==> src/rtl/sel_mux_scan.sv <==
// Channel selector with registered output: manual select loads or an automatic
// round-robin scan that dwells DWELL cycles on each channel.
module sel_mux_scan #(
    parameter int WIDTH    = 4,
    parameter int CHANNELS = 4,
    parameter int SEL_W    = 2,
    parameter int DWELL    = 8
) (
    input  logic                      clk,
    input  logic                      rst,
    input  logic [CHANNELS*WIDTH-1:0] in_bus,
    input  logic [SEL_W-1:0]          sel,
    input  logic                      sel_we,
    input  logic                      mode,
    input  logic                      hold,
    output logic [WIDTH-1:0]          y,
    output logic [SEL_W-1:0]          y_ch,
    output logic                      y_chg,
    output logic                      sel_err
);

    localparam logic [SEL_W:0]   CH_LIM  = (SEL_W+1)'(CHANNELS);
    localparam logic [SEL_W-1:0] CH_LAST = SEL_W'(CHANNELS - 1);
    localparam logic [15:0]      DW_LAST = 16'(DWELL - 1);

    logic [SEL_W-1:0] cur_ch_q, cur_ch_d;
    logic [15:0]      dcnt_q, dcnt_d;
    logic [WIDTH-1:0] y_q;
    logic [SEL_W-1:0] y_ch_q;
    logic             y_chg_q;
    logic             sel_err_q;
    logic             sel_ok;
    logic [WIDTH-1:0] ch_data [CHANNELS];

    for (genvar k = 0; k < CHANNELS; k++) begin : g_unpack
        assign ch_data[k] = in_bus[k*WIDTH +: WIDTH];
    end

    assign sel_ok = ({1'b0, sel} < CH_LIM);

    // Select load outranks everything; a rejected load also suppresses the scan step.
    always_comb begin
        cur_ch_d = cur_ch_q;
        dcnt_d   = dcnt_q;
        if (sel_we) begin
            if (sel_ok) begin
                cur_ch_d = sel;
                dcnt_d   = '0;
            end
        end else if (!mode) begin
            dcnt_d = '0;
        end else if (!hold) begin
            if (dcnt_q == DW_LAST) begin
                dcnt_d   = '0;
                cur_ch_d = (cur_ch_q == CH_LAST) ? '0 : cur_ch_q + 1'b1;
            end else begin
                dcnt_d = dcnt_q + 16'd1;
            end
        end
    end

    always_ff @(posedge clk) begin
        if (rst) begin
            cur_ch_q  <= '0;
            dcnt_q    <= '0;
            y_q       <= '0;
            y_ch_q    <= '0;
            y_chg_q   <= 1'b0;
            sel_err_q <= 1'b0;
        end else begin
            cur_ch_q  <= cur_ch_d;
            dcnt_q    <= dcnt_d;
            y_q       <= ch_data[cur_ch_q];
            y_ch_q    <= cur_ch_q;
            y_chg_q   <= (cur_ch_q != y_ch_q);
            sel_err_q <= sel_we & ~sel_ok;
        end
    end

    assign y       = y_q;
    assign y_ch    = y_ch_q;
    assign y_chg   = y_chg_q;
    assign sel_err = sel_err_q;

endmodule

==> config.mk <==
export PLATFORM = sky130hd
export DESIGN_NAME = sel_mux_scan
export DESIGN_NICKNAME = d
export VERILOG_FILES = /design/src/rtl/sel_mux_scan.sv
export SDC_FILE = /design/constraint.sdc
export NUM_CORES = 1
export LEC_CHECK = 0
export BUFFER_PORTS_ARGS = -buffer_cell sky130_fd_sc_hd__buf_2
export CELL_PAD_IN_SITES_DETAIL_PLACEMENT = 0
export CELL_PAD_IN_SITES_GLOBAL_PLACEMENT = 2
export CORE_MARGIN = 10
export CORE_UTILIZATION = 35
export CTS_BUF_LIST = sky130_fd_sc_hd__clkbuf_2
export DETAILED_ROUTE_END_ITERATION = 10
export PLACE_DENSITY = 0.86
export SLEW_MARGIN = 20
export SYNTH_ARGS = -nofsm -noshare
export SYNTH_HDL_FRONTEND = slang
export SYNTH_SLANG_ARGS = --single-unit
==> constraint.sdc <==
create_clock -name clk -period 5.5 [get_ports clk]
set_clock_uncertainty 0.05 [all_clocks]
set_input_delay 0.55 -clock clk [delete_from_list [all_inputs] [get_ports clk]]
set_output_delay 0.55 -clock clk [all_outputs]
set_load 0.05 [all_outputs]
# After elaboration in Yosys (flattened, before gate mapping)

Index checks and enable logic that the tools add are counted.

Magnitude comparators: 1
Reduce and logical (&&, ||, !) cells: 4
$add $sub $neg: 2
Equal/unequal tests: 4
Multiplexer cells: 9
Bitwise operators: 2

Operators with widths:

| cell                                                                   | count |
|---|---|
| 16-bit by 1-bit adder with 16-bit output, second input constant        | 1 |
| 16-bit by 3-bit equality test with 1-bit output, second input constant | 1 |
| 16-bit two-way mux                                                     | 1 |
| 2-bit two-way mux                                                      | 5 |
| 4-bit binary-select mux with 2-bit select                              | 1 |
| 4-bit two-way mux                                                      | 2 |
| 2-bit nonzero test                                                     | 2 |
| 3-bit greater-or-equal comparator, second input constant               | 1 |
| 2-bit inverter with 3-bit output                                       | 1 |
| 3-bit AND reduction                                                    | 1 |
| 3-bit OR reduction                                                     | 1 |
| 2-bit by 1-bit adder with 2-bit output, second input constant          | 1 |
| 2-bit equality test, second input constant                             | 1 |
| 2-bit inequality test                                                  | 1 |
| 2-bit inequality test, second input constant                           | 1 |
| 1-bit inverter                                                         | 1 |

Register bits after elaboration: 25
Logic and storage cells: 27

# Longest topological paths before layout

Depth in word-level cells: 6
Depth in mapped cells: 6
Gate-level depth less buffers: 5

# Least setup slack after synthesis

OpenSTA, ideal clock, no wires.

Path kind: input port to flip-flop
Start point: input hold
End point: register cur_ch_q[0]
Cell stages on the path: 4
Slack: 3.627 ns
Arrival time: 1.702 ns
Buffers on the path: 0
Setup time: 0.121 ns
Data required time: 5.329 ns
Path through: nand3b_4 > or4_4 > o31ai_4 > mux2_2

Word-level cells in the longest chain between the ends: 2

Ends and longest elaborated chain:

| item                            | line | text |
|---|---|---|
| from (decl)                     | 15   | `input logic hold,` |
| 2-bit inequality test (no line) | --   |  |
| 3-bit AND reduction (no line)   | --   |  |
| to (signal assigned)            | 71   | `cur_ch_q <= cur_ch_d;` |
| to (decl)                       | 26   | `logic [SEL_W-1:0] cur_ch_q, cur_ch_d;` |

Every way passes these cells.
A chain may end at the register's enable or synchronous reset.

# Final worst setup path

Start point: register dcnt_q[0]
End point: register cur_ch_q[0]

Word-level cells in the longest chain between the ends: 3

Ends and longest elaborated chain:

| item                                            | line | text |
|---|---|---|
| from (decl)                                     | 27   | `logic [15:0] dcnt_q, dcnt_d;` |
| from (signal assigned)                          | 72   | `dcnt_q <= dcnt_d;` |
| 16-bit by 3-bit equality test with 1-bit output | 53   | `if (dcnt_q == DW_LAST) begin` |
| 2-bit nonzero test (no line)                    | --   |  |
| 3-bit AND reduction (no line)                   | --   |  |

Every way passes these cells.

==> metrics.md <==
| Metric | Value |
|---|---|
| Yosys cell types | `27` |
| Final wirelength | `2.517 mm` |
| Pin count of the biggest net entering global routing | `17` |
| TritonCTS Buffers | `3` |
| MaxCap Viol Count | `0` |
| Seq/Total Area, Yosys | `0.4162` |
| Final ANT Viol Nets | `0` |
| Post-synth EDFFs | `0` |
| FFs w/ async S/R, synth | `0` |
| Die Wd | `78.61 µm` |
| # Post-CTS Setup Buffers | `0` |
| I/O Buffers | `29` |
| Hold Buf Count CTS | `0` |
| Maximum VDD drop | `0.08555 mV` |
| Total grt overflow | `0` |
| Worst-path clk slew | `0.25 ns` |
| DRC | `0` |
| Initial core utilization | `0.3603` |
| CTS Buffer Depth | `2` |
| # rows | `21` |
| Vias/cell | `4.749` |
| Fmax | `508.7 MHz` |
| Vias | `926` |
| Final #Nets | `175` |
| Routability congestion estimate | `0.7670` |
| Total power | `317.8 µW` |
| Synth Area per Inst | `9.937 µm²` |
| Drt pass-1 iters | `3` |
| Initial antenna violation count | `0` |
| Area of the multi-input gates | `655.6 µm²` |
| Worst Path Class, Setup | `register to register` |
| Die height | `78.61 µm` |
| Worst Hold Class | `input port to register` |
| All-Layer GR Usage | `0.08300` |
| CP Max Fanout | `5` |
| Seq cells post-synth | `25` |
| Most frequent cells in the layout | `buf_2, dfxtp_1, nor2_1` |
| Worst setup SP type | `register` |
| Layout cells sized above 1 | `0.2886` |
| Core area | `0.003337 mm²` |
| CP arrival | `2.20 ns` |
| Die area | `0.006180 mm²` |
| Antenna Cells | `0` |
| Syn-to-layout area delta | `16.13%` |
| Hold_ws | `0.3901 ns` |
| Most common cell after layout, fill and taps aside | `buf_2` |
| Clock Tree Root | `clkbuf_2` |
| CP Capture Type | `register` |
| CTS tree | `yes` |
| Mapped Cells | `121` |
| Initial DRC count | `33` |
| Fin. Hold Viols | `0` |
| DR WL/cell | `12.91 µm` |
| Post-synth top flop | `dfxtp_1` |
| Synthesized Nets | `146` |
| CTS sink count | `25` |
| Fill cells | `350` |
| CP Data Required Time | `5.73 ns` |
| CTS resizes | `0` |
| Final min period | `1.966 ns` |
| Post-route setup TNS | `0 ns` |
| Post-DP HPWL | `1.965 mm` |
| Final period utilization | `0.3575` |
| Clock Latency Late Sink | `0.36 ns` |
| Final setup fails | `0` |
| Synth top area share | `0.4162` |
| H-tree Lvls | `1` |
| Post-DP Area | `0.001374 mm²` |
| Cell Pwr Density | `227.6 mW/mm²` |
| Vias in the first global route | `941` |
| Yosys warns | `0` |
| Synth area leader | `dfxtp_1` |
| RSZ-0062 raised after global routing | `false` |
| Post-layout instance area | `0.001396 mm²` |
| Synth Cell Area | `0.001202 mm²` |
| I/O Pins | `31` |
| Reg area | `500.5 µm²` |
| Max-slew violations | `0` |
| Lkg Pwr | `0.5438 nW` |
| Status | `complete, no violations` |
| First-pass GRT wire length | `4.209 mm` |
| Synth top area cells | `dfxtp_1, xnor2_1, mux4_2` |
[cells in the mapped netlist (all sizes together), types with 3 or more instances]
library cell  instances
dfxtp                25
mux4                  4
nor2b                 7
nor2                 22
nand4                 4
inv                   4
nor4                  6
xor2                  4
nand3                 3
clkbuf                3
nand2                 4
nor3                  5
xnor2                13
[layout make-up]
cell class	instances	share of cell area
Tap cell	46	0.04122
Multi-Input combinational cell	87	0.4695
Timing Repair Buffer	29	0.1039
Sequential cell	25	0.3584
Clock inverter	1	0.005376
Clock buffer	3	0.01075
Inverter	4	0.01075
[where the power goes]
part / internal, mW / switching [mW]
clock network: 0.0169 / 0.0578
logic: 0.0216 / 0.0294
registers: 0.187 / 0.00471
[sequential cells by signal (all words and copies together), names as in the netlist]
| signal | count |
|---|---|
| y_chg | 1 |
| y_ch | 2 |
| dcnt_q | 16 |
| y | 4 |
| cur_ch_q | 2 |
[stage by stage]
step | cells | worst slack (ns) | utilization
3_5_place_dp | 191 | 3.409 | 0.4117
6_report | 195 | 3.534 | 0.4184
5_1_grt | 195 | 3.414 | 0.4184
3_3_place_gp | 191 | 3.440 | 0.4117
2_1_floorplan | 121 | 3.627 | -
4_1_cts | 195 | 3.530 | 0.4184
[routing by layer]
layer	vias up	share of wire	global-route usage
met3	5	0.091	0.03303
met1	421	0.48	0.09492
met5	-	0	0
li1	467	-	-
met4	0	0.020	0.04839
met2	33	0.40	0.1283
[worst paths after layout]
kind / startpoint / cells past startpoint / endpoint / slack, ns
setup / recovery: dcnt_q[0] / 5 / cur_ch_q[0] / 3.53
hold / removal: rst / 2 / y[2] / 0.39
setup reg to reg: dcnt_q[0] / 5 / cur_ch_q[0] / 3.53
hold reg to reg: dcnt_q[1] / 2 / dcnt_q[1] / 0.51
[worst max-delay path, stage by stage, from the launching register on]
cell and delay [ns]:
dfxtp_1 0.43, ha_1 0.25, nand3b_4 0.12, or4_4 0.47, o31ai_4 0.22, mux2_2 0.35
[cell families (layout without fill, tap and decap cells)]
group           count (synthesis)  count (layout)  synth area share
compound gates                  4               4           0.04370
xor+xnor                       17              17            0.1238
fa+ha+maj                       2               2           0.02081
buf+inv                         9              37           0.03850
flops                          25              25            0.4162
mux                             8               8            0.1103
other cells                     1               1          0.003119
simple gates                   55              55            0.2435
No activity file was read; power rests on OpenSTA's default activity.
